## config.mk

```make
export PLATFORM = sky130hd
export DESIGN_NAME = frame_config_sequencer
export DESIGN_NICKNAME = d
export VERILOG_FILES = /design/src/rtl/frame_config_sequencer.sv
export SDC_FILE = /design/constraint.sdc
export NUM_CORES = 1
export LEC_CHECK = 0
export CORE_AREA = 2 2 233 235
export DETAILED_ROUTE_END_ITERATION = 10
export DIE_AREA = 0 0 235 237
export GPL_TIMING_DRIVEN = 0
export PLACE_DENSITY = 0.73
export SYNTH_ARGS = -nofsm -noshare
export SYNTH_HDL_FRONTEND = slang
export SYNTH_SLANG_ARGS = --single-unit
```

## constraint.sdc

```tcl
create_clock -name CLK -period 40 [get_ports CLK]
set_input_delay 8 -clock CLK [delete_from_list [all_inputs] [get_ports CLK]]
set_output_delay 8 -clock CLK [all_outputs]
set_load 0.005 [all_outputs]
```

## src/rtl/frame_config_sequencer.sv

```systemverilog
// frame_config_sequencer: assembles header + row words from a valid/ready
// word stream into one column frame. It then presents the frame on FrameData
// and ColAddr, and fires a single one-hot FrameStrobe pulse. One idle cycle
// on each side of the pulse gives setup and hold for the tile frame latches.

// One tile-row slot of the frame buffer. It clears on a new good header and
// loads when the row pointer selects it.
module frame_row_slot #(
    parameter int W = 32
) (
    input  logic         clk,
    input  logic         rst,
    input  logic         clr,
    input  logic         wrEn,
    input  logic [W-1:0] wrData,
    output logic [W-1:0] rowData
);

    // Row storage: a clear takes priority over a write.
    always_ff @(posedge clk or posedge rst) begin
        if (rst)       rowData <= '0;
        else if (clr)  rowData <= '0;
        else if (wrEn) rowData <= wrData;
    end

endmodule

module frame_config_sequencer #(
    parameter int FrameBitsPerRow = 32,
    parameter int MaxFramesPerCol = 20,
    parameter int NumberOfRows    = 16,
    parameter int NumberOfCols    = 16
) (
    input  logic                                    CLK,
    input  logic                                    RESET,
    input  logic [31:0]                             s_data,
    input  logic                                    s_valid,
    output logic                                    s_ready,
    output logic [NumberOfRows*FrameBitsPerRow-1:0] FrameData,
    output logic [MaxFramesPerCol-1:0]              FrameStrobe,
    output logic [7:0]                              ColAddr,
    output logic                                    busy,
    output logic                                    error,
    output logic [15:0]                             frame_count
);

    typedef enum logic [2:0] {
        IDLE   = 3'd0,
        LOAD   = 3'd1,
        DRAIN  = 3'd2,
        SETUP  = 3'd3,
        STROBE = 3'd4,
        HOLD   = 3'd5
    } state_t;

    state_t state, nextState;

    logic [7:0] frameIdx;   // strobe bit to fire for the frame being built
    logic [7:0] rowCount;   // N from the header (also the drain length)
    logic [7:0] rowPtr;     // next row slot / words consumed so far

    // Header field decode. It is only meaningful when a word is offered in IDLE.
    logic [7:0] hdrMagic, hdrCol, hdrFrame, hdrRows;
    logic       magicOk, colOk, frameOk, rowsOk, goodHdr;
    logic       xfer, lastWord;

    assign hdrMagic = s_data[31:24];
    assign hdrCol   = s_data[23:16];
    assign hdrFrame = s_data[15:8];
    assign hdrRows  = s_data[7:0];

    assign magicOk  = (hdrMagic == 8'hFA);
    assign colOk    = ({1'b0, hdrCol}   < 9'(NumberOfCols));
    assign frameOk  = ({1'b0, hdrFrame} < 9'(MaxFramesPerCol));
    assign rowsOk   = (hdrRows != 8'd0) && ({1'b0, hdrRows} <= 9'(NumberOfRows));
    assign goodHdr  = magicOk && colOk && frameOk && rowsOk;

    assign xfer     = s_valid && s_ready;
    assign lastWord = (8'(rowPtr + 8'd1) == rowCount);

    // Control strobes decoded from the current state and this cycle's transfer.
    logic                       hdrAccept, hdrReject, drainStart, rowWrite, ptrStep, frameDone;
    logic [MaxFramesPerCol-1:0] strobeNext;

    // State register.
    always_ff @(posedge CLK or posedge RESET) begin
        if (RESET) state <= IDLE;
        else       state <= nextState;
    end

    // Next-state logic. SETUP/STROBE/HOLD are fixed single-cycle phases.
    always_comb begin
        nextState = state;
        case (state)
            IDLE: begin
                if (xfer) begin
                    if (goodHdr)                           nextState = LOAD;
                    else if (magicOk && hdrRows != 8'd0)   nextState = DRAIN;
                end
            end
            LOAD:    if (xfer && lastWord) nextState = SETUP;
            DRAIN:   if (xfer && lastWord) nextState = IDLE;
            SETUP:   nextState = STROBE;
            STROBE:  nextState = HOLD;
            HOLD:    nextState = IDLE;
            default: nextState = IDLE;
        endcase
    end

    // Output/control decode. The strobe is staged from nextState so the
    // registered pulse lines up exactly with the STROBE state.
    always_comb begin
        hdrAccept  = (state == IDLE) && xfer && goodHdr;
        hdrReject  = (state == IDLE) && xfer && !goodHdr;
        drainStart = hdrReject && magicOk && (hdrRows != 8'd0);
        rowWrite   = (state == LOAD) && xfer;
        ptrStep    = xfer && ((state == LOAD) || (state == DRAIN));
        frameDone  = (state == HOLD);
        strobeNext = '0;
        for (int i = 0; i < MaxFramesPerCol; i++)
            strobeNext[i] = (nextState == STROBE) && (frameIdx == 8'(i));
    end

    // Frame context: target strobe, row count and row pointer.
    always_ff @(posedge CLK or posedge RESET) begin
        if (RESET) begin
            frameIdx <= '0;
            rowCount <= '0;
            rowPtr   <= '0;
        end else if (hdrAccept) begin
            frameIdx <= hdrFrame;
            rowCount <= hdrRows;
            rowPtr   <= '0;
        end else if (drainStart) begin
            rowCount <= hdrRows;
            rowPtr   <= '0;
        end else if (ptrStep) begin
            rowPtr   <= 8'(rowPtr + 8'd1);
        end
    end

    // Column address is latched only by a good header, so drained frames leave it alone.
    always_ff @(posedge CLK or posedge RESET) begin
        if (RESET)          ColAddr <= '0;
        else if (hdrAccept) ColAddr <= hdrCol;
    end

    // Registered one-hot strobe. Reset kills a pulse in flight.
    always_ff @(posedge CLK or posedge RESET) begin
        if (RESET) FrameStrobe <= '0;
        else       FrameStrobe <= strobeNext;
    end

    // Sticky protocol error and the completed-frame counter.
    always_ff @(posedge CLK or posedge RESET) begin
        if (RESET) begin
            error       <= 1'b0;
            frame_count <= '0;
        end else begin
            if (hdrReject) error <= 1'b1;
            if (frameDone) frame_count <= 16'(frame_count + 16'd1);
        end
    end

    // Handshake and busy are registered from the state being entered.
    always_ff @(posedge CLK or posedge RESET) begin
        if (RESET) begin
            s_ready <= 1'b1;
            busy    <= 1'b0;
        end else begin
            s_ready <= (nextState == IDLE) || (nextState == LOAD) || (nextState == DRAIN);
            busy    <= (nextState != IDLE);
        end
    end

    // Frame buffer: one slot per tile row.
    for (genvar r = 0; r < NumberOfRows; r++) begin : gRow
        frame_row_slot #(.W(FrameBitsPerRow)) uSlot (
            .clk     (CLK),
            .rst     (RESET),
            .clr     (hdrAccept),
            .wrEn    (rowWrite && (rowPtr == 8'(r))),
            .wrData  (s_data[FrameBitsPerRow-1:0]),
            .rowData (FrameData[r*FrameBitsPerRow +: FrameBitsPerRow])
        );
    end

endmodule

```

# Word-level counts from Yosys, hierarchy flattened
# Index checks and enable logic that the tools add are counted.
# word_totals
input_bits	35
reg_bits	586
out_inout_bits	559
# classes
n_eq_ne	44
n_lt_le_gt_ge	3
muxes	43
reduce_logical	78
addsub	2
# op_table
cell	count
$mux W32	32
$eq A8 B4 Y1 const B	16
$eq A8 B3 Y1 const B	8
$logic_and A1 B1 Y1	50
$mux W8	5
$reduce_bool A2 Y1	17
$eq A8 B2 Y1 const B	4
$eq A8 B5 Y1 const B	4
$add A16 B1 Y16 const B	1
$eq A8 B1 Y1 const B	2
$logic_not A8 Y1	2
$lt A8 B5 Y1 const B	2
$mux W3	5
$pmux W3 S5	1
$eq A3 B2 Y1 const B	3
$eq A3 B3 Y1 const B	3
$add A8 B1 Y8 const B	1
$eq A8 B8 Y1	1
$eq A8 B8 Y1 const B	1
$le A8 B5 Y1 const B	1
$reduce_bool A8 Y1	1
$eq A3 B1 Y1 const B	2
$logic_not A3 Y1	2
$reduce_bool A3 Y1	2
2 further kinds	4

# Logic depth before layout (Yosys ltp)
# Gate-level depths: netlist (run 1).
# depth
depth_word	10
depth_mapped	9
ltp_nobuf	8

# Cells and area by module
# From an unflattened synthesis (run 1), not the netlist that was laid out.
# unflattened
cells_unflattened	1974
area_unflattened_um2	24638.6
# modules_own_cells
module	cells_each	seq_area_each_um2	area_each_um2	instances
frame_row_slot	104	800.8	1327.5	16
frame_config_sequencer	310	1853.0	3398.3	1

# Worst setup path before layout (run 1)
# OpenSTA, ideal clock, no wires.
# synth_path
path_kind	input -> register
start	in s_data[1]
end	reg gRow[2].uSlot.rowData[13]
setup_time_ns	0.121
path_stages	9
t_arrival_ns	9.842
path_slack_ns	30.037
required_ns	39.879
path_cell_list	clkbuf_1 or4_1 nand2_1 nand4b_2 nor3_4 buf_6 a21oi_2 buf_6 a22o_1
# synth_via
elab_chain_cells	5
# synth_lines
item	line	source
start, declared	36	input logic [31:0] s_data,
$le A8 B5 Y1 / $reduce_bool A8 Y1 (equally long branches)	75	assign rowsOk = (hdrRows != 8'd0) && ({1'b0, hdrRows} <= 9'(NumberOfRows));
$logic_and A1 B1 Y1 *	75	
$logic_and A1 B1 Y1 *	76	assign goodHdr = magicOk && colOk && frameOk && rowsOk;
$logic_and A1 B1 Y1 *	113	hdrAccept = (state == IDLE) && xfer && goodHdr;
$mux W32 / $reduce_bool A2 Y1 (equally long branches)	--	
end signal, assigned	23	else if (wrEn) rowData <= wrData;
end, declared	16	output logic [W-1:0] rowData
# Mark *: on every way between the ends. The rest lies on a longest branch, timed or not.
# A chain may end at the register's enable or synchronous reset.

# Final worst setup path (run 1)
# layout_path
start	in s_valid
end	reg gRow[8].uSlot.rowData[3]
# layout_via
elab_chain_cells	4
# layout_lines
item	line	source
start, declared	37	input logic s_valid,
$logic_and A1 B1 Y1 *	78	assign xfer = s_valid && s_ready;
$logic_and A1 B1 Y1, on equally long branches	113, 116	
$logic_and A1 B1 Y1, on equally long branches	113, 182	
$mux W32 / $reduce_bool A2 Y1 (equally long branches)	--	
end signal, assigned	23	
end, declared	16	
# Marked as above.

==> run summary, run 1 <==
Status: finished clean
Async SR Flop Fraction: 1.00
Antenna violations before repair: 1
Cell variety after synth: 53
DR WL/cell: 23.9 um
Sequential area share after synthesis: 0.625
Clk slew on worst S/H paths: 0.06 ns
Yosys top cell by area: dfrtp_1
Worst slew pin tran: 1.41 ns
DRC: 0
Top cells by count, synth: nand2_1, dfrtp_1, a21oi_1
Post-CTS Setup Bufs: 0
Post-Syn Area: 23500 um^2
Final net count: 3108
Die span in x: 235 um
Fin crit share: 0.265
Busiest grt layer: met2
Worst vdd ir: 0.0485 mV
Syn nets: 2481
Sequential share of power: 0.399
Flops & latches, synth: 586
Synth-to-Final Area Change: 37.4%
GRT Residual Overflow: 0
Final Instance Area: 32200 um^2
Max-slew violation count: 0
Worst-skew pair later-pin latency: 0.63 ns
Critical path arrival: 11.14 ns
Syn Inst Count: 2441
Count leader, synth: nand2_1
GR Util met1: 0.413
Placer Congestion: 0.902
Logic pwr share: 0.333
Vias post-DR: 21011
Die area: 55700 um^2
Antenna cells: 0
Dpl hpwl: 65000 um
Layout cells sized above 1: 0.0671
Post-synth EDFFs: 0
Die Y-Extent: 237 um
Clock Skew: 0.0204 ns
First-pass GRT wire length: 135000 um
Routed Antenna Nets: 0
CTS max path bufs: 3
Commonest register cell after synthesis: dfrtp_1
CTS Root Cell: clkbuf_16
Internal: 1.59 mW
IO buf count: 561
Net Sw Frac: 0.306
Net Sw Power: 703 uW
Fillers: 4392
Static Leakage: 14.6 nW
Synth area leaders: dfrtp_1, nand2_1, a21oi_1
Met2 Resource Use GR: 0.517
Largest net degree at the start of global routing: 134
Via/cell ratio: 5.51
Ys Warns: 0
# hold bufs at CTS: 0
Placed inst area: 30100 um^2
Htree depth: 2
Required @ worst endpoint: 40.53 ns
Total Neg Setup Slack: 0 ns
RSZ-0062 raised after global routing: no
GR Util met3: 0.0837
DRT Pass-1 Iters: 6
Std cell rows: 85
CP endpoint kind: register
CP startpoint kind: input port
Min Tclk post-route: 10.62 ns
Clock power share: 0.267
WS Path Type: in -> reg
Core ar.: 53300 um^2
CTS tree: built
Pwr/cell area: 71.3 nW/um^2
Final hold vios: 0
Max Cap Violations: 0
Avg Inst Size Synth: 9.61 um^2
Num CTS Buffers: 59
Clk sinks: 586
Worst min-delay path class: reg -> reg
Fmax: 0.0942 GHz
Post-synth top area share: 0.624
Boundary Pins: 594
First DRT Iteration DRCs: 2135
Rel. slew slack: 0.0599
Post-CTS Resized: 0
Initial Utilization: 0.440
Vias in the first global route: 20721
Overall routed net length: 91200 um
Gr usage total: 0.321
Worst-path fanout max: 10
Final setup viols: 0
per-stage QoR:
| stage | total power, mW | hold slack, ns | setup slack [ns] | utilization | instances |
|---|---|---|---|---|---|
| finish | 2.30 | 0.484 | 29.38 | 0.605 | 3811 |
| global route | 2.40 | 0.514 | 29.28 | 0.605 | 3811 |
| CTS | 2.30 | 0.486 | 29.25 | 0.605 | 3810 |
| detailed placement | 1.68 | 0.465 | 28.60 | 0.564 | 3702 |
| global placement | 1.66 | 0.465 | 9.59 | 0.562 | 3698 |
| floorplan | 1.15 | 0.468 | 15.60 | - | 2441 |
kinds of logic after synthesis:
logic type / synth area share
xor+xnor: 0.0112
compound gates: 0.113
simple gates: 0.195
fa+ha+maj: 0.00267
mux: 0.00517
buf+inv: 0.0480
flops: 0.625
final timing paths:
kind | from | slack [ns] | endpoint | cells past startpoint
setup / recovery | s_valid | 29.38 | gRow[8].uSlot.rowData[3]$_DFFE_PP0P_ | 9
hold / removal | ColAddr[0]$_DFFE_PP0P_ | 0.48 | ColAddr[0]$_DFFE_PP0P_ | 2
setup reg to reg | state[1]$_DFF_PP0_ | 36.49 | gRow[8].uSlot.rowData[3]$_DFFE_PP0P_ | 9
hold reg to reg | ColAddr[0]$_DFFE_PP0P_ | 0.48 | ColAddr[0]$_DFFE_PP0P_ | 2
max in group asynchronous | RESET | 30.40 | gRow[10].uSlot.rowData[5]$_DFFE_PP0P_ | 4
min in group asynchronous | RESET | 7.88 | gRow[15].uSlot.rowData[11]$_DFFE_PP0P_ | 2
cell type report:
cell class	instances	area [um^2]	share of cell area
flip-flops and latches	586	14700	0.455
multi-input cells	1610	7670	0.238
repair buffers	566	5730	0.178
clock buffers	83	1750	0.0542
plain buffers	238	1100	0.0342
well taps	696	871	0.0270
clock inverters	25	414	0.0128
inverters	7	33.8	0.00105
state kept, by name, indices dropped and copies added (netlist names):
register / flops
ColAddr: 8
FrameStrobe: 20
busy: 1
error: 1
frameIdx: 8
frame_count: 16
gRow.uSlot.rowData: 512
rowCount: 8
rowPtr: 8
s_ready: 1
state: 3
cell usage in the layout, fill, tap and decap left out, types with 5 or more instances in the layout:
master           netlist  routed
bufinv_16              0      10
clkdlybuf4s50_1        0     561
nand2_1              893     893
o21ai_0                5       5
mux2_2                 9       9
clkbuf_1             149     155
and2_0                 8       8
a22o_1                97      97
ha_1                   5       5
xor2_1                12      12
buf_1                  7       7
xnor2_1               18      18
nor3_1                16      16
and2_1                15      15
buf_2                 46      46
nand4_1                7       7
buf_4                 32      32
nor2_1                37      37
dfrtp_1              585     585
clkbuf_16              0      59
a21oi_1              327     327
nand3_1              113     113
clkbuf_8               0      18
inv_1                  7       6
power by group through the flow:
stage | Combinational [mW] | Sequential (mW) | Clock, mW
2_1_floorplan | 0.228 | 0.919 | 0
3_3_place_gp | 0.745 | 0.915 | 0
3_5_place_dp | 0.763 | 0.918 | 0
4_1_cts | 0.769 | 0.913 | 0.617
5_1_grt | 0.822 | 0.935 | 0.643
6_report | 0.766 | 0.917 | 0.615
metal layers:
metal | routed length, um | vias up
met4 | 4180 | 0
li1 | - | 9192
met3 | 8520 | 230
met1 | 35200 | 10500
met2 | 43400 | 1089
met5 | 0 | -
critical path, cell delays in order:
cell and delay [ns]:
clkdlybuf4s50_1 0.47, and3b_1 0.25, nand4_1 0.20, nor3b_2 0.75, and2_1 0.22, clkbuf_1 0.41
clkbuf_1 0.53, nand2_1 0.12, a21oi_1 0.19
Note: power is estimated with default switching activity, not from simulation.
==> inputs of run 2 (changes only) <==
--- a/config.mk
+++ b/config.mk
@@ -5,11 +5,11 @@
 export SDC_FILE = /design/constraint.sdc
 export NUM_CORES = 1
 export LEC_CHECK = 0
-export CORE_AREA = 2 2 233 235
+export CORE_AREA = 2 2 229 231
 export DETAILED_ROUTE_END_ITERATION = 10
-export DIE_AREA = 0 0 235 237
+export DIE_AREA = 0 0 231 233
 export GPL_TIMING_DRIVEN = 0
-export PLACE_DENSITY = 0.73
+export PLACE_DENSITY = 0.75
 export SYNTH_ARGS = -nofsm -noshare
 export SYNTH_HDL_FRONTEND = slang
 export SYNTH_SLANG_ARGS = --single-unit
==> constraint.sdc (replaced) <==
create_clock -name CLK -period 9.9 [get_ports CLK]
set_input_delay 1.98 -clock CLK [delete_from_list [all_inputs] [get_ports CLK]]
set_output_delay 1.98 -clock CLK [all_outputs]
set_load 0.005 [all_outputs]
==> run 2 against run 1 <==
First-iteration DRC count is 0.37% lower. Wire length is 2.5% higher. Design area rose by 0.61%. Register-to-register slack worse by 30 ns. Largest cell class unchanged. Non-clock buffer count grew 10. Critical endpoint is now gRow[3].uSlot.rowData[19]$_DFFE_PP0P_.
==> run summary, run 2 (synthesis results as in run 1) <==
Status: finished clean
Pre-CTS setup slack: 4.79 ns (-23.81 ns)
Via/cell ratio: 5.57 (+1.0%)
Total Neg Setup Slack: 0 ns (unchanged)
WHS: 0.482 ns (-0.00174 ns)
CTS max path bufs: 3 (unchanged)
CTS Root Cell: clkbuf_16
Net Sw Power: 2.85 mW (+310%)
Boundary Pins: 594 (unchanged)
CP startpoint kind: input port
Placed inst area: 30200 um^2 (+0.57%)
Std cell rows: 83 (-2.4%)
Commonest non-fill, non-tap cell in the layout: nand2_1
Largest regs: gRow.uSlot.rowData x512, FrameStrobe x20, frame_count x16
Worst-path fanout max: 10 (unchanged)
Post-Route Utilization: 0.635 (+0.0297)
Max stage delay cell, worst path: nor3_2
Post-CTS Setup Bufs: 0 (unchanged)
Internal: 6.46 mW (+310%)
Largest net degree at the start of global routing: 46 (-66%)
Worst-skew pair later-pin latency: 0.61 ns (-0.02 ns)
Die span in x: 231 um (-1.7%)
GR Util met1: 0.428 (+0.0146)
Capturing point of the worst reg2reg path: gRow[3].uSlot.rowData[19]$_DFFE_PP0P_
Initial Utilization: 0.459 (+0.0189)
WS Path Type: in -> reg
Vias in the first global route: 21082 (+1.7%)
DRT Pass-1 Iters: 6 (unchanged)
Dpl hpwl: 66000 um (+1.5%)
Final setup viols: 0 (unchanged)
Net Sw Frac: 0.306 (about the same)
Met2 Resource Use GR: 0.538 (+0.0205)
Post-CTS Resized: 0 (unchanged)
Core ar.: 51100 um^2 (-4.1%)
Setup slack, reg-to-reg: 6.32 ns (-30.17 ns)
Final setup margin: 5.23 ns (-24.15 ns)
Hold_sp: frame_count[15]$_DFFE_PP0N_
Clk slew on worst S/H paths: 0.06 ns (about the same)
RSZ-0062 raised after global routing: no
Placed Cells: 3697 (-0.14%)
Placer Congestion: 0.908 (+0.61%)
Gr usage total: 0.344 (+0.0232)
Vias post-DR: 21242 (+1.1%)
Min Tclk post-route: 4.67 ns
Worst slew pin tran: 1.22 ns (-0.190 ns)
# hold bufs at CTS: 0 (unchanged)
Synth-to-Final Area Change: 38.2%
First DRT Iteration DRCs: 2127 (-0.37%)
Commonest non-fill, non-tap cells in the layout: nand2_1, dfrtp_1, clkdlybuf4s50_1
Clock Skew: 0.0261 ns (+0.00574 ns)
Non-Filler Instances: 3814 (+0.079%)
Max-slew violation count: 0 (unchanged)
Max reg flops: 512 (unchanged)
Sequential share of power: 0.401 (+0.002)
Worst stage delay on the critical path: 0.91 ns (+0.16 ns)
Required @ worst endpoint: 10.42 ns (-30.11 ns)
Overall routed net length: 93500 um (+2.5%)
Critical path arrival: 5.19 ns (-5.95 ns)
Rel. slew slack: 0.186 (+0.127)
Logic pwr share: 0.331 (-0.002)
First-pass GRT wire length: 136000 um (+1.1%)
Max Cap Violations: 0 (unchanged)
Worst min-delay path class: reg -> reg
Clock power share: 0.268 (about the same)
Fin crit share: 0.471
Power, Total: 9.31 mW (+310%)
Top reg by flops: gRow.uSlot.rowData
DR WL/cell: 24.5 um (+2.4%)
Hold Path Sink: frame_count[15]$_DFFE_PP0N_
Htree depth: 3 (+1)
GRT Residual Overflow: 0 (unchanged)
Static Leakage: 14.7 nW (+0.74%)
Clk sinks: 586 (unchanged)
Busiest grt layer: met2
GR Util met3: 0.100 (+0.0164)
Fmax: 0.214 GHz
Layout cells sized above 1: 0.0699 (+0.00278)
Antenna cells: 0 (unchanged)
Die Y-Extent: 233 um (-1.7%)
Pwr/cell area: 287 nW/um^2 (+300%)
CP endpoint kind: register
Cells along the critical path: clkdlybuf4s50_1, and3b_1, nand4_1, nor3_2, and2_0, clkbuf_1, buf_2, nand2_1, a21oi_1
Antenna violations before repair: 0 (-1)
Final net count: 3125 (+0.55%)
Critical R2R Launch: state[1]$_DFF_PP0_
DRC: 0 (unchanged)
Routed Antenna Nets: 0 (unchanged)
Num CTS Buffers: 66 (+12%)
Hold depth: 1 (-1)
CTS tree: built
Final hold vios: 0 (unchanged)
IO buf count: 561 (unchanged)
Worst vdd ir: 0.190 mV (+290%)
Die area: 53800 um^2 (-3.4%)
Reg2reg path depth: 9 (unchanged)
Final Instance Area: 32400 um^2 (+0.61%)
run 2: cell count changes in the layout (fill, tap and decap cells not counted), sizes merged:
cell and change:
bufinv -4, clkinv +5, clkinvlp -1, inv -2
buf +11, clkbuf +10
run 2: power by group through the flow:
stage	Sequential (mW)	Combinational, mW	Clock, mW
floorplan	3.71	0.923	0
global placement	3.71	2.99	0
detailed placement	3.73	3.07	0
CTS	3.71	3.09	2.51
global route	3.80	3.31	2.62
finish	3.73	3.08	2.50
run 2: routing by layer:
layer / wire length, um / up-vias
li1: - / 9239
met1: 35300 / 10567
met2: 43600 / 1146
met3: 9150 / 290
met5: 0 / -
met4: 5450 / 0
run 2: layout make-up:
| cell class | instances | area, um^2 |
|---|---|---|
| Buffer | 238 | 1100 |
| Clock buffer | 94 | 1910 |
| Clock inverter | 23 | 282 |
| Fill cell | 4182 | 18700 |
| Inverter | 7 | 30.0 |
| Multi-Input combinational cell | 1610 | 7680 |
| Sequential cell | 586 | 14700 |
| Tap cell | 680 | 851 |
| Timing Repair Buffer | 576 | 5920 |
run 2: worst max-delay path: cells and delay by family:
family                 cells  cell delay [ns]
AND/OR/NAND/NOR            5             1.78
buffers and inverters      3             1.23
AO/OA/AOI/OAI              1             0.20
run 2: worst max-delay path by stage:
stage,endpoint,cells after the start,startpoint,slack (ns)
2_1_floorplan,ColAddr[0]$_DFFE_PP0P_,1,RESET,-0.07
3_3_place_gp,gRow[1].uSlot.rowData[0]$_DFFE_PP0P_,2,RESET,-3.40
3_5_place_dp,gRow[7].uSlot.rowData[14]$_DFFE_PP0P_,9,s_valid,4.79
4_1_cts,gRow[4].uSlot.rowData[5]$_DFFE_PP0P_,9,s_valid,5.39
5_1_grt,gRow[7].uSlot.rowData[20]$_DFFE_PP0P_,9,s_valid,5.18
6_report,gRow[3].uSlot.rowData[19]$_DFFE_PP0P_,9,s_valid,5.23
